--- config.mk ---
export PLATFORM = sky130hd
export DESIGN_NAME = mdu_riscv
export DESIGN_NICKNAME = d
export VERILOG_FILES = /design/src/rtl/mdu_pkg.sv /design/src/rtl/mdu_riscv.sv
export SDC_FILE = /design/constraint.sdc
export NUM_CORES = 1
export LEC_CHECK = 0
export CORE_MARGIN = 3
export CORE_UTILIZATION = 32
export CTS_BUF_LIST = sky130_fd_sc_hd__clkbuf_8
export DETAILED_ROUTE_END_ITERATION = 16
export RECOVER_POWER = 100
export REMOVE_ABC_BUFFERS = 1
export SLEW_MARGIN = 40
export SYNTH_ARGS = -nofsm -noshare
export SYNTH_HDL_FRONTEND = slang
export SYNTH_SLANG_ARGS = --single-unit
--- constraint.sdc ---
create_clock -name clk_i -period 5.4 [get_ports clk_i]
set_input_delay 1.08 -clock clk_i [delete_from_list [all_inputs] [get_ports clk_i]]
set_output_delay 1.08 -clock clk_i [all_outputs]
set_load 0.01 [all_outputs]
--- src/rtl/mdu_pkg.sv ---
// RV32M multiply/divide shared types: funct3 op encodings, FSM states, default width.
package mdu_pkg;

   localparam int XLEN_DEFAULT = 32;

   typedef enum logic [2:0] {
      OP_MUL    = 3'd0,
      OP_MULH   = 3'd1,
      OP_MULHSU = 3'd2,
      OP_MULHU  = 3'd3,
      OP_DIV    = 3'd4,
      OP_DIVU   = 3'd5,
      OP_REM    = 3'd6,
      OP_REMU   = 3'd7
   } mdu_op_e;

   typedef enum logic [1:0] {
      ST_IDLE = 2'd0,
      ST_CALC = 2'd1,
      ST_FIN  = 2'd2,
      ST_DONE = 2'd3
   } mdu_state_e;

   function automatic logic is_div_op(input mdu_op_e op);
      return (op == OP_DIV) || (op == OP_DIVU) || (op == OP_REM) || (op == OP_REMU);
   endfunction

endpackage

--- src/rtl/mdu_riscv.sv ---
// Iterative RV32M MUL/DIV: XLEN shift-add / restoring steps, done_o at k+XLEN+2 (k+1 on div fast path).
// No backpressure: start_i is ignored while busy_o, kill_i aborts any state without a done_o.
module mdu_riscv
   import mdu_pkg::*;
#(
   parameter int XLEN = XLEN_DEFAULT
) (
   input  logic            clk_i,
   input  logic            rst_i,
   input  logic            start_i,
   input  logic            kill_i,
   input  logic [2:0]      op_i,
   input  logic [XLEN-1:0] a_i,
   input  logic [XLEN-1:0] b_i,
   input  logic [4:0]      rd_addr_i,
   output logic            busy_o,
   output logic            done_o,
   output logic [XLEN-1:0] result_o,
   output logic [4:0]      rd_addr_o
);

   localparam int CW = $clog2(XLEN);

   mdu_state_e      state_q, state_d;
   mdu_op_e         op_q, op_d;
   logic [XLEN-1:0] hi_q, hi_d;
   logic [XLEN-1:0] lo_q, lo_d;
   logic [XLEN-1:0] opnd_q, opnd_d;
   logic [XLEN-1:0] result_q, result_d;
   logic [CW-1:0]   cnt_q, cnt_d;
   logic            neg_q, neg_d;
   logic [4:0]      rd_q, rd_d;

   mdu_op_e         op_in;
   logic            a_neg, b_neg;
   logic [XLEN-1:0] a_abs, b_abs;
   logic            div_zero, div_ovf;
   logic [XLEN:0]   mul_sum;
   logic [XLEN:0]   rem_sh, trial;
   logic [2*XLEN-1:0] prod_fix;
   logic [XLEN-1:0] quo_fix, rem_fix;

   assign op_in = mdu_op_e'(op_i);

   always_comb begin
      a_neg    = (op_in inside {OP_MULH, OP_MULHSU, OP_DIV, OP_REM}) && a_i[XLEN-1];
      b_neg    = (op_in inside {OP_MULH, OP_DIV, OP_REM}) && b_i[XLEN-1];
      a_abs    = a_neg ? (~a_i + 1'b1) : a_i;
      b_abs    = b_neg ? (~b_i + 1'b1) : b_i;
      div_zero = (b_i == '0);
      div_ovf  = (op_in inside {OP_DIV, OP_REM}) &&
                 (a_i == {1'b1, {(XLEN-1){1'b0}}}) && (b_i == '1);
   end

   // Multiply: {hi,lo} shifts right, adding opnd (|a|) into hi when lo[0] is set.
   // Divide: {hi,lo} shifts left, hi is the partial remainder, quotient bits enter lo[0].
   always_comb begin
      mul_sum  = {1'b0, hi_q} + (lo_q[0] ? {1'b0, opnd_q} : '0);
      rem_sh   = {hi_q, lo_q[XLEN-1]};
      trial    = rem_sh - {1'b0, opnd_q};
      prod_fix = neg_q ? (~{hi_q, lo_q} + 1'b1) : {hi_q, lo_q};
      quo_fix  = neg_q ? (~lo_q + 1'b1) : lo_q;
      rem_fix  = neg_q ? (~hi_q + 1'b1) : hi_q;
   end

   always_comb begin
      state_d  = state_q;
      op_d     = op_q;
      hi_d     = hi_q;
      lo_d     = lo_q;
      opnd_d   = opnd_q;
      result_d = result_q;
      cnt_d    = cnt_q;
      neg_d    = neg_q;
      rd_d     = rd_q;

      if (kill_i) begin
         state_d = ST_IDLE;
      end else begin
         case (state_q)
            ST_IDLE: begin
               if (start_i) begin
                  op_d  = op_in;
                  rd_d  = rd_addr_i;
                  cnt_d = CW'(XLEN-1);
                  hi_d  = '0;
                  if (is_div_op(op_in)) begin
                     lo_d   = a_abs;
                     opnd_d = b_abs;
                     neg_d  = (op_in == OP_REM) ? a_neg : (a_neg ^ b_neg);
                     if (div_zero) begin
                        result_d = (op_in inside {OP_DIV, OP_DIVU}) ? '1 : a_i;
                        state_d  = ST_DONE;
                     end else if (div_ovf) begin
                        result_d = (op_in == OP_DIV) ? a_i : '0;
                        state_d  = ST_DONE;
                     end else begin
                        state_d = ST_CALC;
                     end
                  end else begin
                     lo_d    = b_abs;
                     opnd_d  = a_abs;
                     neg_d   = a_neg ^ b_neg;
                     state_d = ST_CALC;
                  end
               end
            end
            ST_CALC: begin
               if (is_div_op(op_q)) begin
                  if (!trial[XLEN]) begin
                     hi_d = trial[XLEN-1:0];
                     lo_d = {lo_q[XLEN-2:0], 1'b1};
                  end else begin
                     hi_d = rem_sh[XLEN-1:0];
                     lo_d = {lo_q[XLEN-2:0], 1'b0};
                  end
               end else begin
                  hi_d = mul_sum[XLEN:1];
                  lo_d = {mul_sum[0], lo_q[XLEN-1:1]};
               end
               if (cnt_q == '0) begin
                  state_d = ST_FIN;
               end else begin
                  cnt_d = cnt_q - 1'b1;
               end
            end
            ST_FIN: begin
               case (op_q)
                  OP_MUL:          result_d = prod_fix[XLEN-1:0];
                  OP_DIV, OP_DIVU: result_d = quo_fix;
                  OP_REM, OP_REMU: result_d = rem_fix;
                  default:         result_d = prod_fix[2*XLEN-1:XLEN];
               endcase
               state_d = ST_DONE;
            end
            default: state_d = ST_IDLE;
         endcase
      end
   end

   always_ff @(posedge clk_i or posedge rst_i) begin
      if (rst_i) begin
         state_q  <= ST_IDLE;
         op_q     <= OP_MUL;
         hi_q     <= '0;
         lo_q     <= '0;
         opnd_q   <= '0;
         result_q <= '0;
         cnt_q    <= '0;
         neg_q    <= 1'b0;
         rd_q     <= '0;
      end else begin
         state_q  <= state_d;
         op_q     <= op_d;
         hi_q     <= hi_d;
         lo_q     <= lo_d;
         opnd_q   <= opnd_d;
         result_q <= result_d;
         cnt_q    <= cnt_d;
         neg_q    <= neg_d;
         rd_q     <= rd_d;
      end
   end

   // A flush landing in the DONE cycle must still block the register file write.
   assign done_o    = (state_q == ST_DONE) && !kill_i;
   assign busy_o    = (state_q != ST_IDLE);
   assign result_o  = result_q;
   assign rd_addr_o = rd_q;

endmodule

# --- Yosys cells after proc, flatten, opt, wreduce, memory -nomap -nowiden ---
# Cells that the tools add are included.
op_classes:
  addsub: 8
  eq_ne: 21
  muxes: 36
  bitwise: 7
  reduce_logical: 30
ops:
  columns: ["cell", "count"]
  rows:
  - ["two-way mux 32 bit", 18]
  - ["one-hot mux 32 bit (2 select lines)", 3]
  - ["adder 32 x 1 -> 32 bit, second input constant", 4]
  - ["inverter 32 bit", 4]
  - ["one-hot mux 32 bit (3 select lines)", 1]
  - ["adder 64 x 1 -> 64 bit, second input constant", 1]
  - ["equality test 32 bit, second input constant", 2]
  - ["two-way mux 64 bit", 1]
  - ["inverter 64 bit", 1]
  - ["adder 32 x 32 -> 33 bit", 1]
  - ["subtractor 33 x 32 -> 33 bit", 1]
  - ["logical NOT 32 bit", 1]
  - ["equality test 3 bit, second input constant", 8]
  - ["two-way mux 2 bit", 6]
  - ["two-way mux 5 bit", 2]
  - ["one-hot mux 5 bit (2 select lines)", 1]
  - ["nonzero test 2 bit", 5]
  - ["inequality test 3 bit, second input constant", 3]
  - ["logical OR 1 bit", 6]
  - ["inequality test 2 bit, second input constant", 3]
  - ["one-hot mux 2 bit (3 select lines)", 1]
  - ["AND reduction 3 bit", 2]
  - ["logical AND 1 bit", 5]
  - ["logical NOT 5 bit", 1]
  - ["other kinds (17)", 21]
word_totals:
  regBits: 144
  word_cells: 111

# --- Logic depth before layout (Yosys ltp) ---
logic_depth:
  ltp_word: 10
  mapped_depth: 16
  ltp_nobuf: 14

# --- Worst setup path before layout ---
# No wires, ideal clock.
synth_timing:
  path_type: "input to register"
  start: "in b_i[6]"
  end: "reg result_q[6] (netlist: result_o[6])"
  setup_time_ns: 0.121
  arrival_ns: 3.312
  slack_ns: 1.967
  stages: 11
  cell_sequence: "or4_1 > nor4b_2 > nand2_1 > nor2_1 > nand3_1 > o21ai_1 > nand3_1 > a21o_1 > clkbuf_1 > buf_2 > a22o_1"
synth_via:
  elab_chain_cells: 5
synth_rtl:
  columns: ["item", "line_no", "rtl"]
  rows:
  - ["start, declared", "mdu_riscv.sv:14", "input logic [XLEN-1:0] b_i,"]
  - ["logical NOT 32 bit", "mdu_riscv.sv:50", "div_zero = (b_i == '0);"]
  - ["two-way mux 32 bit", "mdu_riscv.sv:91", "if (div_zero) begin"]
  - ["two-way mux 32 bit", "mdu_riscv.sv:87", "if (is_div_op(op_in)) begin"]
  - ["two-way mux 32 bit", "mdu_riscv.sv:82", "if (start_i) begin"]
  - ["one-hot mux 32 bit (2 select lines)", "mdu_riscv.sv:80", "case (state_q)"]
  - ["end signal, assigned", "mdu_riscv.sv:158", "result_q <= result_d;"]
  - ["end, declared", "mdu_riscv.sv:29", "logic [XLEN-1:0] result_q, result_d;"]
# Parallel ways exist; a longest one is shown, timed or not. The select of a mux whose other input is x is not followed.
# A chain may end at the register's enable or synchronous reset.

# --- Worst setup path in the final report ---
layout_timing:
  start: "in b_i[6]"
  end: "reg result_q[8] (netlist: result_o[8])"
# Same word-level chain as after synthesis.

==> flow_summary.html <==
<table>
<tr><th>Metric</th><th>Value</th></tr>
<tr><th colspan="2">Detailed routing</th></tr>
<tr><td>Number of routed nets with antenna violations</td><td>0</td></tr>
<tr><td>Routed via count divided by cell count</td><td>between 5 and 6</td></tr>
<tr><td>Total detailed-routing wirelength</td><td>52.0 mm</td></tr>
<tr><td>Overall via count from detail_route</td><td>about 15000</td></tr>
<tr><td>Number of iterations in the first detailed-routing pass</td><td>5</td></tr>
<tr><td>DRC viols</td><td>0</td></tr>
<tr><td>Starting DRT DRC Count</td><td>1385</td></tr>
<tr><td>Routed wirelength normalized by instance count</td><td>19.8 µm</td></tr>
<tr><th colspan="2">Finish</th></tr>
<tr><td>Area occupied by multi-input gates</td><td>approximately 0.010 mm²</td></tr>
<tr><td>Ant diodes</td><td>0</td></tr>
<tr><td>Nets</td><td>roughly 2200</td></tr>
<tr><td>Fraction of final layout cells sized beyond drive strength 1</td><td>0.0584</td></tr>
<tr><td>Sequential Area</td><td>0.00361 mm²</td></tr>
<tr><td>Number of inserted filler cells in the final layout</td><td>4748</td></tr>
<tr><td>Area added between synthesis and finish</td><td>14.0%</td></tr>
<tr><th colspan="2">Global route</th></tr>
<tr><td>Initial antenna violation count</td><td>0</td></tr>
<tr><td>Global route total overflow</td><td>0</td></tr>
<tr><td>Global-route wire length before repair</td><td>between 80 and 90 mm</td></tr>
<tr><td>Vias in the first global route</td><td>around 14000</td></tr>
<tr><td>Pin count of the biggest net entering global routing</td><td>~110</td></tr>
<tr><td>Gr usage total</td><td>0.206</td></tr>
<tr><th colspan="2">Clocking</th></tr>
<tr><td>Post-CTS setup buffer count</td><td>0</td></tr>
<tr><td>TritonCTS clock tree</td><td>yes</td></tr>
<tr><td>Bufs on Longest Clock Path</td><td>2</td></tr>
<tr><td>Clock slew at the register clock pins of the worst setup and hold paths</td><td>about 0.08 ns</td></tr>
<tr><td>TritonCTS Buffers</td><td>17</td></tr>
<tr><td>Clock latency at the later pin of the worst-skew pair</td><td>0.50 ns</td></tr>
<tr><td>Number of sinks on the clock net</td><td>between 100 and 150</td></tr>
<tr><td>Cell chosen for the clock root</td><td>sky130_fd_sc_hd__clkbuf_8</td></tr>
<tr><td>Number of gates resized after CTS</td><td>0</td></tr>
<tr><td>CTS hold repair buffers</td><td>0</td></tr>
<tr><td>CTS H-tree lvls</td><td>4</td></tr>
<tr><th colspan="2">Setup path</th></tr>
<tr><td>CP Max Fanout</td><td>64</td></tr>
<tr><td>Worst endpoint required time</td><td>slightly below 6 ns</td></tr>
<tr><td>Reg-to-reg critical path endpoint</td><td>hi_q[26]$_DFFE_PP0P_</td></tr>
<tr><td>Kind of end point of the critical path</td><td>flop</td></tr>
<tr><td>Class of the most critical setup path</td><td>primary input to flop</td></tr>
<tr><td>Register-to-register setup slack</td><td>approximately 0.97 ns</td></tr>
<tr><td>Critical path arrival</td><td>roughly 5.1 ns</td></tr>
<tr><td>RR Startpoint</td><td>lo_q[31]$_DFFE_PP0P_</td></tr>
<tr><td>Critical Path End</td><td>result_o[8]$_DFFE_PP0P_</td></tr>
<tr><td>CP Launch Point</td><td>b_i[6]</td></tr>
<tr><td>Reg2reg path depth</td><td>14</td></tr>
<tr><td>Startpoint kind of the worst setup timing path</td><td>primary input</td></tr>
<tr><th colspan="2">Timing</th></tr>
<tr><td>Worst slew pin tran</td><td>3.09 ns</td></tr>
<tr><td>Final worst-path cycle share</td><td>0.865</td></tr>
<tr><td>Unrepaired setup endpoints after global routing</td><td>no</td></tr>
<tr><td>Post-route clock skew</td><td>0.0169 ns</td></tr>
<tr><td>Slew Limit Fails</td><td>120</td></tr>
<tr><td>Fin crit period</td><td>4.67 ns</td></tr>
<tr><td>Highest achievable clock rate</td><td>0.214 GHz</td></tr>
<tr><td>Final hold violation count</td><td>0</td></tr>
<tr><td>Fin Setup TNS</td><td>0 ns</td></tr>
<tr><td>Final count of negative-setup-slack endpoints</td><td>0</td></tr>
<tr><td>Headroom to the max-slew limit</td><td>-1.06</td></tr>
<tr><th colspan="2">Synthesis</th></tr>
<tr><td>EDFF count, synth</td><td>0</td></tr>
<tr><td>Dominant cell type by area after synthesis</td><td>sky130_fd_sc_hd__dfrtp_1</td></tr>
<tr><td>Post-synth ARST share</td><td>1.00</td></tr>
<tr><td>Most used flip-flop cell after synthesis</td><td>sky130_fd_sc_hd__dfrtp_1</td></tr>
<tr><td>Ranking of synthesized cells by area</td><td>sky130_fd_sc_hd__dfrtp_1, sky130_fd_sc_hd__a21oi_1, sky130_fd_sc_hd__ha_1</td></tr>
<tr><td>Most frequent cell after synthesis</td><td>sky130_fd_sc_hd__a21oi_1</td></tr>
<tr><td>Mapped Avg Cell Area</td><td>about 7.5 µm²</td></tr>
<tr><td>Top cell type's share of synthesized area</td><td>0.243</td></tr>
<tr><td>Synthesis-stage register bit count</td><td>144</td></tr>
<tr><td>Fraction of the yosys area taken by sequential cells</td><td>0.243</td></tr>
<tr><td>Synthesized area</td><td>0.0148 mm²</td></tr>
<tr><td>Instance count of the mapped netlist</td><td>1976</td></tr>
<tr><td>Distinct cell type count of the synthesized netlist</td><td>between 80 and 90</td></tr>
<tr><td>Yosys warning count</td><td>0</td></tr>
<tr><td>Synth top cells by count</td><td>sky130_fd_sc_hd__a21oi_1, sky130_fd_sc_hd__nand2_1, sky130_fd_sc_hd__nor2_1</td></tr>
<tr><th colspan="2">Floorplan</th></tr>
<tr><td>Boundary Pins</td><td>115</td></tr>
<tr><td>Die span in x</td><td>221 µm</td></tr>
<tr><td>Placeable core region</td><td>0.0456 mm²</td></tr>
<tr><td>DIE HEIGHT</td><td>221 µm</td></tr>
<tr><td>Total Die Area</td><td>0.0490 mm²</td></tr>
<tr><td>Initial cell density of the core</td><td>0.325</td></tr>
<tr><td>Row Count</td><td>78</td></tr>
<tr><th colspan="2">Placed design</th></tr>
<tr><td>Buffers added on ports</td><td>114</td></tr>
<tr><td>Final RePlAce weighted congestion</td><td>~0.96</td></tr>
<tr><td>Detailed placement HPWL</td><td>40.3 mm</td></tr>
<tr><th colspan="2">Pwr</th></tr>
<tr><td>Power density over the cells</td><td>617 mW/mm²</td></tr>
<tr><td>Overall power of the completed layout</td><td>10.4 mW</td></tr>
<tr><td>Leakage power figure</td><td>~7 nW</td></tr>
<tr><td>Peak ir drop on the vdd network</td><td>324 µV</td></tr>
<tr><th colspan="2">Min path</th></tr>
<tr><td>Worst min-delay path class</td><td>flop to flop</td></tr>
<tr><th colspan="2">Run</th></tr>
<tr><td>Number of max-cap violations</td><td>2</td></tr>
<tr><th colspan="2">Outcome</th></tr>
<tr><td>Outcome</td><td>finished with violations</td></tr>
<tr><td>Violations in the final reports</td><td>capacitance limit, slew limit</td></tr>
</table>
-- area by class of cell --
| type | count | share of cell area |
|---|---|---|
| Sequential cell | 144 | 0.213 |
| Tap cell | 600 | 0.0444 |
| Inverter | 68 | 0.0151 |
| Clock inverter | 13 | 0.0115 |
| Clock buffer | 19 | 0.0155 |
| Timing Repair Buffer | 146 | 0.0811 |
| Multi-Input combinational cell | 1629 | 0.619 |
-- per-stage QoR --
step	utilization	area, µm²	cells	hold WS (ns)	setup WS (ns)
2_1_floorplan	-	14300	1841	0.450	0.00798
3_3_place_gp	0.361	16400	2585	0.459	0.710
3_5_place_dp	0.362	16500	2587	0.464	0.758
4_1_cts	0.372	16900	2619	0.485	1.23
5_1_grt	0.371	16900	2619	0.499	0.521
6_report	0.371	16900	2619	0.474	0.731
-- worst max-delay path, cell delays in order --
cell	delay (ns)
sky130_fd_sc_hd__dlygate4sd3_1	0.62
sky130_fd_sc_hd__or4_1	0.61
sky130_fd_sc_hd__nor4b_1	0.56
sky130_fd_sc_hd__nand2_1	0.33
sky130_fd_sc_hd__nor2_1	0.26
sky130_fd_sc_hd__nand3_1	0.13
sky130_fd_sc_hd__o21ai_0	0.16
sky130_fd_sc_hd__nand3_1	0.12
sky130_fd_sc_hd__a21o_2	0.60
sky130_fd_sc_hd__a311oi_1	0.40
sky130_fd_sc_hd__a22o_1	0.17
-- how the worst min path moves through the flow --
stage	cells past startpoint	startpoint	slack [ns]	endpoint
final	2	rd_addr_o[1]$_DFFE_PP0P_	0.47	rd_addr_o[1]$_DFFE_PP0P_
after global routing	2	rd_addr_o[4]$_DFFE_PP0P_	0.50	rd_addr_o[4]$_DFFE_PP0P_
after CTS	2	rd_addr_o[1]$_DFFE_PP0P_	0.48	rd_addr_o[1]$_DFFE_PP0P_
after detailed placement	2	rd_addr_o[1]$_DFFE_PP0P_	0.46	rd_addr_o[1]$_DFFE_PP0P_
after global placement	2	rd_addr_o[0]$_DFFE_PP0P_	0.46	rd_addr_o[0]$_DFFE_PP0P_
after floorplan	2	opnd_q[10]$_DFFE_PP0P_	0.45	opnd_q[10]$_DFFE_PP0P_
-- cell families (layout without fill, tap and decap cells) --
group	Yosys count	in the layout	synth area share
AO/OA/AOI/OAI	701	701	0.302
AND/OR/NAND/NOR	631	631	0.200
buffers and inverters	203	246	0.0537
XOR/XNOR	177	177	0.105
flip-flops	144	144	0.243
adder cells (fa/ha/maj)	78	78	0.0668
multiplexers	42	42	0.0301
-- power by group --
group          switching (mW)  internal [mW]
Clock                   0.463          0.569
Sequential              0.842           1.53
Combinational            4.27           2.76
-- placed cells by master, fill, tap and decap left out, types with 50 or more instances in the layout --
master and count:
sky130_fd_sc_hd__a21oi_1 217, sky130_fd_sc_hd__nand2_1 215, sky130_fd_sc_hd__nor2_1 195, sky130_fd_sc_hd__o21ai_0 162, sky130_fd_sc_hd__dfrtp_1 142, sky130_fd_sc_hd__xnor2_1 88
sky130_fd_sc_hd__xor2_1 88, sky130_fd_sc_hd__ha_1 76, sky130_fd_sc_hd__clkdlybuf4s50_1 71, sky130_fd_sc_hd__inv_1 70, sky130_fd_sc_hd__o31ai_1 50
-- sequential cells by signal (all words and copies together), names as in the netlist --
register	flops
cnt_q	5
hi_q	32
lo_q	32
neg_q	1
op_q	3
opnd_q	32
rd_addr_o	5
result_o	32
state_q	2
-- routing by layer --
metal	wire, µm	global-route usage
met2	24100	0.342
met5	0	0
met3	3120	0.0265
met4	1270	0.0613
met1	23500	0.281
No activity file was read; power rests on OpenSTA's default activity.
